===== src/rtl/updn_counter_mod.sv =====
// ---------------------------------------------------------------------------
// updn_counter_mod
//   Parametrised up/down counter with count enable, parallel load, synchronous
//   clear, wrap/saturate mode, a terminal-event pulse and sticky
//   overflow/underflow flags. Count range is 0..MAX_VAL.
//
// Parameters
//   WIDTH       counter width in bits (1..32)
//   MAX_VAL     highest legal count, 0 < MAX_VAL <= 2^WIDTH-1
//   SAT_DEFAULT reset value of the mode register (0 = wrap, 1 = saturate)
//
// Ports
//   clk       in   rising-edge clock
//   rst       in   asynchronous active-high reset
//   clr       in   synchronous clear of count, tc and sticky flags
//   en        in   count enable
//   d         in   direction: 1 = up, 0 = down
//   load      in   synchronous parallel load strobe
//   load_val  in   value to load (clamped to MAX_VAL)
//   mode_wr   in   write strobe for the mode register
//   mode_sat  in   mode written on mode_wr: 1 = saturate, 0 = wrap
//   q         out  current count (registered)
//   at_max    out  q == MAX_VAL (combinational)
//   at_min    out  q == 0 (combinational)
//   tc        out  one-cycle registered pulse per terminal event
//   ovf       out  sticky: up-count attempted at MAX_VAL
//   udf       out  sticky: down-count attempted at 0
//
// Control semantics: there is no valid/ready handshake. Every strobe
// (clr, load, en, mode_wr) is sampled on each rising edge with priority
// rst > clr > load > en; mode_wr acts independently of that chain and the
// written mode only governs counting from the following edge onwards.
// ---------------------------------------------------------------------------
module updn_counter_mod #(
  parameter int unsigned WIDTH       = 3,
  parameter int unsigned MAX_VAL     = 7,
  parameter bit          SAT_DEFAULT = 1'b0
) (
  input  logic             clk,
  input  logic             rst,
  input  logic             clr,
  input  logic             en,
  input  logic             d,
  input  logic             load,
  input  logic [WIDTH-1:0] load_val,
  input  logic             mode_wr,
  input  logic             mode_sat,
  output logic [WIDTH-1:0] q,
  output logic             at_max,
  output logic             at_min,
  output logic             tc,
  output logic             ovf,
  output logic             udf
);

  localparam logic [WIDTH-1:0] MAX_Q  = WIDTH'(MAX_VAL);
  localparam logic [WIDTH-1:0] ZERO_Q = '0;

  // Internal mode register: 1 = saturate, 0 = wrap.
  logic sat_mode;

  assign at_max = (q == MAX_Q);
  assign at_min = (q == ZERO_Q);

  always_ff @(posedge clk or posedge rst) begin
    if (rst) begin
      q        <= ZERO_Q;
      tc       <= 1'b0;
      ovf      <= 1'b0;
      udf      <= 1'b0;
      sat_mode <= SAT_DEFAULT;
    end else begin
      // The count path below reads the pre-edge sat_mode, so a write on
      // this edge only affects the next one.
      if (mode_wr) begin
        sat_mode <= mode_sat;
      end

      if (clr) begin
        q   <= ZERO_Q;
        tc  <= 1'b0;
        ovf <= 1'b0;
        udf <= 1'b0;
      end else if (load) begin
        // Out-of-range load values clamp so q never leaves 0..MAX_VAL.
        q  <= (load_val > MAX_Q) ? MAX_Q : load_val;
        tc <= 1'b0;
      end else if (en) begin
        if (d) begin
          if (q < MAX_Q) begin
            q  <= q + 1'b1;
            tc <= 1'b0;
          end else begin
            // Terminal event at the top: wrap to 0 or hold.
            q   <= sat_mode ? q : ZERO_Q;
            tc  <= 1'b1;
            ovf <= 1'b1;
          end
        end else begin
          if (q > ZERO_Q) begin
            q  <= q - 1'b1;
            tc <= 1'b0;
          end else begin
            // Terminal event at the bottom: wrap to MAX_VAL or hold.
            q   <= sat_mode ? q : MAX_Q;
            tc  <= 1'b1;
            udf <= 1'b1;
          end
        end
      end else begin
        tc <= 1'b0;
      end
    end
  end

endmodule


===== config.mk =====
export PLATFORM = sky130hd
export DESIGN_NAME = updn_counter_mod
export DESIGN_NICKNAME = d
export VERILOG_FILES = /design/src/rtl/updn_counter_mod.sv
export SDC_FILE = /design/constraint.sdc
export NUM_CORES = 1
export LEC_CHECK = 0
export CAP_MARGIN = 40
export CORE_AREA = 2 2 39 41
export CTS_CLUSTER_DIAMETER = 40
export CTS_CLUSTER_SIZE = 14
export DETAILED_ROUTE_END_ITERATION = 12
export DIE_AREA = 0 0 41 43
export PLACE_DENSITY = 0.67
export SETUP_SLACK_MARGIN = 0.05
export SYNTH_ARGS = -nofsm -noshare
export SYNTH_HDL_FRONTEND = slang
export SYNTH_SLANG_ARGS = --single-unit
export TNS_END_PERCENT = 100

===== constraint.sdc =====
create_clock -name clk -period 4.48 [get_ports clk]
set_input_delay 1.344 -clock clk [delete_from_list [all_inputs] [get_ports clk]]
set_output_delay 1.344 -clock clk [all_outputs]
set_load 0.02 [all_outputs]

==> out/results.tsv <==
stage	metric	value	unit
worst_setup_path	CP endpoint kind	primary output	
route	drt pass-1 iters	3	
logic_synthesis	Post-synth EDFFs	0	
pwr	Psw	53.4	µW
route	met3 routed WL	32	µm
job	Max Cap Viol	0	
worst_setup_path	critical path launch point	q[0]	
global_route	All-Layer GR Usage	0.135	
worst_setup_path	critical path, cell by cell	inv_1 > ha_1 > and2b_2 > clkdlybuf4s50_1	
final_layout	Fillers	131	
pwr	sw frac	0.283	
logic_synthesis	post-synth cell types	24	
floorplanning	initial core utilization	0.336	
placed_design	GP Congestion	0.687	
sta	Setup Skew	0.000700	ns
pwr	power per cell area	272	nW/µm²
route	Vias	391	
logic_synthesis	Synth Flop Type	dfrtp_1	
sta	fin crit share	0.684	
route	Routed WL	939	µm
logic_synthesis	Syn Inst Count	44	
sta	Slew Viols, Final	0	
final_layout	Final #Nets	82	
logic_synthesis	dominant cells by area after synthesis	dfrtp_1, ha_1, mux2_2	
pwr	clock power share	0.283	
sta	Fmax achieved	326	MHz
worst_setup_path	Crit path arrival time	1.72	ns
clock_tree	CTS tree	yes	
clock_tree	CTS sink cnt	7	
clock_tree	Post-CTS Setup Inserts	0	
pwr	combinational fraction of design power	0.322	
logic_synthesis	syn nets	59	
route	Vias per Instance	4.77	
logic_synthesis	commonest cells in the netlist	dfrtp_1, ha_1	
worst_setup_path	CP delay by family, top	buffers and inverters	
clock_tree	Clk pin slew, worst setup/hold paths	0.05	ns
worst_setup_path	FF-to-FF path depth	6	
clock_tree	CTS Hold Bufs	0	
final_layout	antenna cells	0	
global_route	pin count of the biggest net entering global routing	9	
final_layout	Area Overhead vs Synth	48.7	%
global_route	first-pass GRT wire length	1.57	mm
hold_path	Hold WC Path Type	reg2reg	
logic_synthesis	register area share after synthesis	0.376	
worst_setup_path	R2R Path Start	q[0]	
hold_path	WHS Endpoint	ovf	
route	Top Metal Used	met3	
pwr	VDD IR-drop max	0.131	mV
pwr	LEAKAGE	0.304	nW
worst_setup_path	Critical Path Slowest Stage Cell	clkdlybuf4s50_1	
sta	min Tclk post-route	3.07	ns
worst_setup_path	Reg2Reg Setup Slack	2.65	ns
clock_tree	Post-CTS Resized	0	
clock_tree	Clk Latency, worst-skew pair	0.24	ns
sta	actual slew at the worst max-slew pin	0.325	ns
logic_synthesis	most frequent cell after synthesis	dfrtp_1	
worst_setup_path	Critical path buffers and inverters	2	
logic_synthesis	Ys Warns	0	
worst_setup_path	Max stage delay on crit path	0.59	ns
global_route	number of global-route vias before repair	390	
pwr	Cell Int Power	135	µW
logic_synthesis	largest area contributor in the netlist	dfrtp_1	
floorplanning	Top Ports	19	
sta	Setup TNS	0	ns
final_layout	final non-filler cell total	82	
worst_setup_path	Startpoint Class	flip-flop	
placed_design	Post-DP HPWL	804	µm
pwr	sequential power share	0.395	
logic_synthesis	cell area after synthesis	465	µm²
sta	endpoints failing setup	0	
worst_setup_path	CP Class	reg2out	
global_route	initial antenna violation count	0	
route	met2 routed WL	488	µm
worst_setup_path	CP max FO	5	
route	remaining antenna violation count after routing	0	
worst_setup_path	WP data required	3.14	ns
placed_design	Inst Count DP	78	
route	1st-iter DRT viols	2	
final_layout	share of layout cells above drive strength 1	0.167	
floorplanning	die outline width	41	µm
sta	RSZ-0062 raised after global routing	no	
hold_path	Hold Path Origin	ovf	
worst_setup_path	reg2reg end	q[2]	
logic_synthesis	Yosys top cell area share	0.376	
clock_tree	cts bufs inserted	3	
global_route	gr ovfl total	0	
logic_synthesis	Mean Syn Cell Area	10.6	µm²
floorplanning	Die ar.	1760	µm²
sta	slew margin rel.	0.782	
logic_synthesis	Yosys reg bits	7	
placed_design	IO Port Bufs	18	
clock_tree	H-tree Lvls	1	
route	drt wl/cell	11.5	µm
outcome	status	completed	
logic_synthesis	asr flop ratio synth	1.00	
clock_tree	Clock Path Buffers	2	
sta	Final Hold Vio Count	0	
route	Post-route DRC	0	
clock_tree	Root Buffer Master	clkbuf_4	
route	M1 WL	418	µm
floorplanning	die span in y	43	µm
floorplanning	row count	14	
hold_path	hold depth	2	
floorplanning	CORE AREA	1380	µm²
-- final cells by class --
cell class / instances / area [µm²] / share of cell area
multi-input combinational: 34 / 279 / 0.403
timing repair buffer: 18 / 180 / 0.260
sequential: 7 / 175 / 0.253
clock buffer: 4 / 26.3 / 0.0380
tap: 16 / 20.0 / 0.0289
inverter: 3 / 11.3 / 0.0163
-- metrics by stage --
step / hold WS (ns) / instance area (µm²) / total power [mW] / setup slack [ns] / util
after CTS: 0.518 / 692 / 0.193 / 1.39 / 0.500
final: 0.506 / 692 / 0.188 / 1.41 / 0.500
after global routing: 0.571 / 692 / 0.202 / 1.31 / 0.500
after floorplan: 0.501 / 465 / 0.108 / 2.10 / -
after detailed placement: 0.503 / 666 / 0.137 / 1.53 / 0.481
after global placement: 0.498 / 666 / 0.137 / 1.55 / 0.481
-- metal layers --
metal | GRT usage | up-vias
li1 | - | 200
met4 | 0.0800 | 0
met5 | 0 | -
met1 | 0.161 | 183
met2 | 0.209 | 8
met3 | 0.0314 | 0
-- worst min-delay path: stages, from the launching register on --
cell and delay (ns):
dfrtp_1 0.34, a21oi_1 0.04, nor2_1 0.08
-- power by group through the flow --
stage	logic (mW)	clock network, mW	registers, mW
2_1_floorplan	0.0288	0	0.0789
4_1_cts	0.0615	0.0568	0.0747
6_report	0.0607	0.0532	0.0744
3_5_place_dp	0.0614	0	0.0757
3_3_place_gp	0.0611	0	0.0755
5_1_grt	0.0665	0.0602	0.0752
-- sequential cells by signal (all words and copies together), names as in the netlist --
| name | count |
|---|---|
| q | 3 |
| ovf | 1 |
| sat_mode | 1 |
| tc | 1 |
| udf | 1 |
-- cells by family (layout without fill, tap and decap cells) --
| group | Yosys count | in the layout | share of synthesized area |
|---|---|---|---|
| flops | 7 | 7 | 0.376 |
| fa+ha+maj | 4 | 4 | 0.108 |
| mux | 4 | 4 | 0.0968 |
| compound gates | 10 | 10 | 0.175 |
| simple gates | 16 | 16 | 0.220 |
| buf+inv | 3 | 25 | 0.0242 |
-- worst max-delay path by stage --
stage | endpoint | slack, ns | cells after the start
2_1_floorplan | at_min | 2.10 | 3
3_3_place_gp | q[2] | 1.55 | 5
3_5_place_dp | q[2] | 1.53 | 5
4_1_cts | at_min | 1.39 | 4
5_1_grt | at_min | 1.31 | 4
6_report | at_min | 1.41 | 4
-- placed cells by master, fill, tap and decap left out, drive strengths merged --
cell	synthesis	routed
ha	4	4
or3	1	1
and4	1	1
a21boi	1	1
nand3b	1	1
nand4b	1	1
nor2	3	3
or2b	1	1
inv	3	3
nand2b	1	1
o22ai	1	1
a21oi	3	3
and2b	1	1
mux2	4	4
o211a	1	1
o21ai	1	1
nand3	1	1
o211ai	2	2
o21bai	1	1
dfrtp	7	7
nor3b	1	1
clkdlybuf4s50	0	18
clkbuf	0	4
nand2	3	3
nor2b	1	1
Note: power is estimated with default switching activity, not from simulation.
